## src/rtl/ex_bne_branch_unit_pkg.sv

```systemverilog
// ex_bne_branch_unit_pkg: shared op encodings, FSM states and default widths for the EX branch unit
package ex_bne_branch_unit_pkg;
  localparam int XLEN_DEF = 32;
  typedef enum logic [1:0] {OP_NONE = 2'b00, OP_BEQ = 2'b01, OP_BNE = 2'b10, OP_RSVD = 2'b11} op_e;
  typedef enum logic [1:0] {IDLE = 2'd0, REDIR = 2'd1, SHADOW = 2'd2} state_e;
endpackage

```

## src/rtl/ex_bne_branch_unit_cmp.sv

```systemverilog
// bne_branch_cmp: combinational BEQ/BNE condition, branch target and next-PC
module bne_branch_cmp
  import ex_bne_branch_unit_pkg::*;
#(
  parameter int XLEN = XLEN_DEF
) (
  input  logic [1:0]      i_op,
  input  logic [XLEN-1:0] i_pc,
  input  logic [XLEN-1:0] i_imm,
  input  logic [XLEN-1:0] i_rs,
  input  logic [XLEN-1:0] i_rt,
  output logic            o_taken,
  output logic [XLEN-1:0] o_target,
  output logic [XLEN-1:0] o_next_pc
);
  logic [XLEN-1:0] w_seq;
  logic            w_eq;
  assign w_seq     = i_pc + XLEN'(4);
  assign w_eq      = i_rs == i_rt;
  assign o_target  = w_seq + {i_imm[XLEN-3:0], 2'b00};
  assign o_taken   = (i_op == OP_BNE && !w_eq) || (i_op == OP_BEQ && w_eq);
  assign o_next_pc = o_taken ? o_target : w_seq;
endmodule

```

## src/rtl/ex_bne_branch_unit.sv

```systemverilog
// ex_bne_branch_unit: EX-stage BEQ/BNE resolver driving the EX/BNE pipeline register,
// a fetch redirect handshake, a wrong-path shadow squash and a saturating taken counter
module ex_bne_branch_unit
  import ex_bne_branch_unit_pkg::*;
#(
  parameter int XLEN         = XLEN_DEF,
  parameter int FLUSH_CYCLES = 2,
  parameter int CNT_W        = 16
) (
  input  logic            Clock,
  input  logic            Reset_n,
  input  logic            Tick,
  input  logic            ex_valid,
  input  logic [1:0]      ex_op,
  input  logic [XLEN-1:0] ex_pc,
  input  logic [XLEN-1:0] ex_imm,
  input  logic [XLEN-1:0] ex_rs,
  input  logic [XLEN-1:0] ex_rt,
  input  logic            down_stall,
  input  logic            redir_ready,
  output logic            ex_ready,
  output logic            pipe_ce,
  output logic [XLEN:0]   pipe_d,
  output logic            redir_valid,
  output logic [XLEN-1:0] redir_pc,
  output logic            squash,
  output logic [CNT_W-1:0] taken_cnt
);
  localparam logic [3:0] SHADOW_INIT = 4'(FLUSH_CYCLES == 0 ? 0 : FLUSH_CYCLES - 1);
  state_e           r_state, w_next;
  logic [3:0]       r_shadow;
  logic [XLEN-1:0]  r_redir_pc;
  logic [CNT_W-1:0] r_cnt;
  logic             w_taken, w_accept;
  logic [XLEN-1:0]  w_target, w_next_pc;
  bne_branch_cmp #(.XLEN(XLEN)) u_cmp (
    .i_op     (ex_op),
    .i_pc     (ex_pc),
    .i_imm    (ex_imm),
    .i_rs     (ex_rs),
    .i_rt     (ex_rt),
    .o_taken  (w_taken),
    .o_target (w_target),
    .o_next_pc(w_next_pc)
  );
  always_ff @(posedge Clock or negedge Reset_n)
    if (!Reset_n) r_state <= IDLE;
    else if (Tick) r_state <= w_next;
  always_comb begin
    w_next = r_state;
    case (r_state)
      IDLE:    w_next = (w_accept && w_taken) ? REDIR : IDLE;
      REDIR:   w_next = redir_ready ? ((FLUSH_CYCLES == 0) ? IDLE : SHADOW) : REDIR;
      SHADOW:  w_next = (r_shadow == 4'd0) ? IDLE : SHADOW;
      default: w_next = IDLE;
    endcase
  end
  // SHADOW drains wrong-path slots unconditionally, so it ignores down_stall
  always_comb begin
    ex_ready    = (r_state == IDLE) ? !down_stall : (r_state == SHADOW);
    redir_valid = r_state == REDIR;
    squash      = (r_state == REDIR) || (r_state == SHADOW);
  end
  assign w_accept  = ex_valid && ex_ready && Tick;
  assign pipe_ce   = (r_state == IDLE) && w_accept;
  assign pipe_d    = {w_taken, w_next_pc};
  assign redir_pc  = r_redir_pc;
  assign taken_cnt = r_cnt;
  always_ff @(posedge Clock or negedge Reset_n)
    if (!Reset_n) begin
      r_redir_pc <= '0;
      r_shadow   <= '0;
      r_cnt      <= '0;
    end else if (Tick) begin
      if (pipe_ce && w_taken) begin
        r_redir_pc <= w_target;
        r_cnt      <= r_cnt + CNT_W'(r_cnt != '1);
      end
      if (r_state == REDIR && redir_ready) r_shadow <= SHADOW_INIT;
      if (r_state == SHADOW && r_shadow != 4'd0) r_shadow <= r_shadow - 4'd1;
    end
endmodule

```

## config.mk

```make
export PLATFORM = sky130hd
export DESIGN_NAME = ex_bne_branch_unit
export DESIGN_NICKNAME = d
export VERILOG_FILES = /design/src/rtl/ex_bne_branch_unit_pkg.sv /design/src/rtl/ex_bne_branch_unit_cmp.sv /design/src/rtl/ex_bne_branch_unit.sv
export SDC_FILE = /design/constraint.sdc
export NUM_CORES = 1
export LEC_CHECK = 0
export ABC_AREA = 1
export BUFFER_PORTS_ARGS = -buffer_cell sky130_fd_sc_hd__buf_2
export CAP_MARGIN = 15
export CORE_ASPECT_RATIO = 1.1
export CORE_MARGIN = 4
export CORE_UTILIZATION = 45
export DETAILED_ROUTE_END_ITERATION = 12
export PLACE_DENSITY_LB_ADDON = 0.15
export RECOVER_POWER = 100
export SYNTH_ARGS = -nofsm -noshare
export SYNTH_HDL_FRONTEND = slang
export SYNTH_SLANG_ARGS = --single-unit
```

## constraint.sdc

```tcl
create_clock -name Clock -period 4 [get_ports Clock]
set_clock_uncertainty 0.05 [all_clocks]
set_input_delay 0.2 -clock Clock [delete_from_list [all_inputs] [get_ports Clock]]
set_output_delay 0.2 -clock Clock [all_outputs]
set_load 0.02 [all_outputs]
```

======== After elaboration in Yosys (flattened, before gate mapping) ========
Index checks and enable logic that the tools add are counted.
storage, ports and cells
  flip-flop bits (word level) ............. 54
  output and inout bits ................... 85
  word-level logic and storage cells ...... 41
  bits of input ports ..................... 136
operators by class
  add/sub/neg operators ................... 4
  reduce and logical (&&, ||, !) cells .... 19
  mux-type cells .......................... 8
  eq/ne operators ......................... 6
operators with widths
  kind                                                 count
  adder 32 x 3 -> 32 bit, second input constant        1
  adder 32 bit                                         1
  equality test 32 bit                                 1
  2-to-1 mux 32 bit                                    1
  adder 16 x 1 -> 16 bit                               1
  inequality test 16 bit, second input constant        1
  logical AND 1 bit                                    9
  2-to-1 mux 4 bit                                     2
  case mux 2 bit (3 select lines)                      1
  equality test 2 x 1 -> 1 bit, second input constant  2
  equality test 2 bit, second input constant           2
  zero test 4 bit                                      1
  2-to-1 mux 2 bit                                     2
  AND reduction 2 bit                                  2
  nonzero test 4 bit                                   1
  subtractor 4 x 1 -> 4 bit, second input constant     1
  zero test 1 bit                                      2
  zero test 2 bit                                      1
  logical OR 1 bit                                     2
  2-to-1 mux 1 bit                                     2
  nonzero test 2 bit                                   1

======== Depth between registers and ports, before layout ========
  word-level depth ........................ 7
  mapped depth ............................ 23
  mapped depth without buffers ............ 23

======== Modules after synthesis ========
Synthesis repeated with hierarchy kept, for this count alone.
second synthesis, totals
  cells, all modules ...................... 1110
  area, all modules ....................... 6625.1 um2
by module, submodules not included
  module              area an instance (um2)  seq. area each (um2)  cells each  times used
  bne_branch_cmp      4100.2                  0.0                   801         1
  ex_bne_branch_unit  2524.9                  1351.3                309         1

======== Worst setup path before layout ========
Ideal clock, no wire load.
  path type ............................... input to output
  start point ............................. input port ex_pc[2]
  end point ............................... output port pipe_d[19]
  arrival ................................. 2.611 ns
  setup slack ............................. 1.139 ns
  path buffers ............................ 0
  required time ........................... 3.750 ns
  stages on the path ...................... 18
  path through ............................ ha_1 nand2_1 nor2_1 nand2_1 nor4_1 nand2_1 xor2_1 inv_1 ha_1 nand2_1 inv_1 nand2_1 nand2_1 o21bai_1 inv_1 nand2_1 xor2_1 o21ai_0
between the ends
  cells in the longest elaborated chain, start to end .. 3
RTL lines
  element                     RTL line                      text
  start, declared             ex_bne_branch_unit.sv:15      input logic [XLEN-1:0] ex_pc,
  adder 32 x 3 -> 32 bit (*)  ex_bne_branch_unit_cmp.sv:18  assign w_seq = i_pc + XLEN'(4);
  adder 32 bit                ex_bne_branch_unit_cmp.sv:20  assign o_target = w_seq + {i_imm[XLEN-3:0], 2'b00};
  2-to-1 mux 32 bit (*)       ex_bne_branch_unit_cmp.sv:22  assign o_next_pc = o_taken ? o_target : w_seq;
  end, declared               ex_bne_branch_unit.sv:23      output logic [XLEN:0] pipe_d,
Every way passes the cells marked *; elsewhere a longest branch is shown, timed or not.

======== Worst setup path in the final report ========
  start point ............................. input port ex_pc[4]
  end point ............................... output port pipe_d[22]
Same word-level chain as after synthesis.

==> impl_metrics.ini <==
[timing]
setup_tns_ns = 0
timing.final.crit_share = 0.905
min_period_ns = 3.62
maxSlewHeadroom = -0.421
fmaxAchievable_ghz = 0.276
slew_viol_final = 79
worstMarginPinSlew_ns = 2.13
finalHoldViolCount = 0
setup_violations = 0
rsz0062_at_grt = no

[die]
core_mm2 = 0.0133
ios = 221
dieWidth_um = 119
num_rows = 44
start_util = 0.461
dieArea_mm2 = 0.0155
die_h_um = 130

[power]
p_seq_frac = 0.324
ir_drop_v = 0.000167
pwr-share-clk = 0.200
p_sw_frac = 0.441
pwr-share-comb = 0.477
cell_internal_pwr_mw = 1.39
power.density_mw_per_mm2 = 335
p_leak_nw = 3.97
switching_power_mw = 1.09

[worst_setup_path]
path_buf_inv = 4
crit_family = simple AND/OR/NAND/NOR gates
rr_startpoint = r_state[0]
slowest_delay_ns = 0.39
cp.required_ns = 3.75
cpMaxStageDelayCell = ha_1
rr_endpoint = taken_cnt[5]
start_kind = input port
cp.arrival_ns = 3.37
cp_cell_sequence = buf_2 > nand3_1 > nor2_1 > nand3_2 > nor3_2 > xor2_1 > inv_1 > ha_1 > nand2_1 > nor2_1 > inv_1 > nor2_1 > nand4_1 > nand3_1 > nand2_1 > nand2_1 > nand2_1 > o21ai_1 > clkbuf_2
critPathCaptureType = primary output
cp_common_cell = nand2_1
worst-path-stages = 19
critPathKind = input port to primary output
r2r_slack_ns = 0.76
crit_fanout = 6
reg2reg_depth = 7

[worst_hold_path]
hold_path_depth = 3
holdPathEnd = redir_pc[0]
hold_path.startpoint = ex_pc[0]
min_path_type = input port to flop

[clocking]
path_clk_slew_ns = 0.07
cts_tree = done
htree_levels = 2
cts_buffer_depth = 2
cts_root_buf = clkbuf_16
ctsHoldBuffers = 1
cts_resized = 0
cts.sinks = 54
cts_buffers = 5
cts_setup_buffers = 0
clk_latency_ns = 0.29

[global_routing]
grt_antenna_before_repair = 0
grt_max_degree = 40
track_usage = 0.233
overflow = 0
grt_pass1_vias = 6258
grt_pass1_wl_um = 29400

[cells_and_area]
syn_to_final_growth_pct = 20.8
stdcell_count = 1399
fillers = 1479
n_antenna_cell = 0
final_core_util = 0.558
final_net_count = 1396
finish.instance_area_mm2 = 0.00740
seq_area_mm2 = 0.00135
drive_gt1_frac = 0.126
multiInputGateArea_mm2 = 0.00417

[placement]
dp_cells = 1391
gp_congestion = 0.944
dp_hpwl_um = 15900
portBuffers = 218
placed_area_mm2 = 0.00734

[synthesis]
synth_edf_count = 0
synth_seq_area_share = 0.221
synth_area_mm2 = 0.00612
synth_ff_type = dfrtp_1
synth_warnings = 0
syn-mean-instance-area_um2 = 6.10
ys_async_sr_fraction = 1.00
yosysUniqueCellTypes = 35
syn_inst = 1004
synth-seq-cells = 54
synthTopCellsByArea = nand2_1 (25%), dfrtp_1 (22%), ha_1 (9.0%)
synth_fp_nets = 1185
yosysTopAreaCell = nand2_1
synth_top_area_share = 0.246

[routing]
wl_um = 18700
drt_iter0_markers = 343
dr.pass1.iters = 5
wire_per_inst_um = 13.3
via_per_inst = 4.90
vias = 6860
drc_errors = 0
ant_nets = 0

[run]
maxCapViolations = 2

[status]
violations = max-capacitance violations, max-slew violations
status = complete, but fails checks
-- worst max-delay path by stage --
stage / startpoint / endpoint / slack (ns)
global placement: ex_pc[2] / pipe_d[22] / 0.50
global route: ex_pc[4] / pipe_d[22] / 0.08
CTS: ex_pc[2] / pipe_d[22] / 0.51
floorplan: ex_pc[2] / pipe_d[19] / 1.14
finish: ex_pc[4] / pipe_d[22] / 0.38
detailed placement: ex_pc[2] / pipe_d[22] / 0.52
-- state kept, by name, summed over array words and instances, names as in the netlist --
name / count
r_shadow: 4
r_state: 2
taken_cnt: 16
redir_pc: 32
-- kinds of logic after synthesis --
group           share of synthesized area
compound gates                     0.0916
xor+xnor                            0.114
fa+ha+maj                          0.0932
buf+inv                            0.0969
flops                               0.221
simple gates                        0.383
-- stage by stage --
step	total power, mW	setup WS [ns]	hold slack (ns)
after detailed placement	2.04	0.525	0.0945
after floorplan	1.60	1.14	-0.146
after global routing	2.67	0.0834	0.0610
after CTS	2.54	0.511	0.0541
final	2.48	0.380	0.0598
after global placement	2.02	0.505	0.0904
-- power by group through the flow --
stage	sequential [mW]	clock, mW	combinational, mW
floorplan	0.976	0	0.620
global placement	0.804	0	1.22
detailed placement	0.807	0	1.23
CTS	0.798	0.503	1.24
global route	0.826	0.524	1.32
finish	0.803	0.495	1.18
-- cell usage after synthesis, types with 10 or more instances --
| cell type | count |
|---|---|
| dfrtp_1 | 54 |
| inv_1 | 122 |
| o21ai_0 | 52 |
| nand2_1 | 401 |
| nand3_1 | 47 |
| xor2_1 | 33 |
| nor2_1 | 78 |
| o21ai_1 | 10 |
| xnor2_1 | 47 |
| ha_1 | 44 |
| nand4_1 | 16 |
| a21oi_1 | 34 |
| nor3_1 | 17 |
-- tightest hold or removal path, cell delays in order --
cell and delay [ns]:
buf_2 0.08, nand2_1 0.05, nand2_1 0.05
-- layer usage --
layer | global-route usage | vias up | share of wire
li1 | - | 3577 | -
met1 | 0.299 | 3037 | 0.44
met2 | 0.419 | 215 | 0.49
met3 | 0.0169 | 31 | 0.049
met4 | 0.0763 | 0 | 0.027
met5 | 0 | - | 0
-- cell usage in the layout (no fill, tap or decap), types with 2 or more instances in the layout --
master     synthesis  final
dfrtp_1           54     54
nor2_1            78     79
clkbuf_16          0      5
o22ai_1            2      2
nor3_1            17     17
clkbuf_1           2     80
nand3_1           47     48
o21ai_0           52     52
ha_1              44     44
o21ai_1           10     10
and3_1             2      2
o21bai_1           2      2
xor2_1            33     33
nor4_1             5      5
nand2_1          401    402
nand4_1           16     16
a21oi_1           34     34
inv_1            122    123
buf_2              6    137
xnor2_1           47     47
a21o_1             2      2
o21a_1             3      3
clkbuf_2           0      3
-- area by class of cell --
cell class / instances / share of cell area
Sequential cell: 54 / 0.183
Multi-Input combinational cell: 808 / 0.563
Inverter: 124 / 0.0629
Clock buffer: 5 / 0.0169
Timing Repair Buffer: 222 / 0.138
Clock inverter: 2 / 0.00524
Tap cell: 184 / 0.0311
Power figures use the tool's default switching activity.
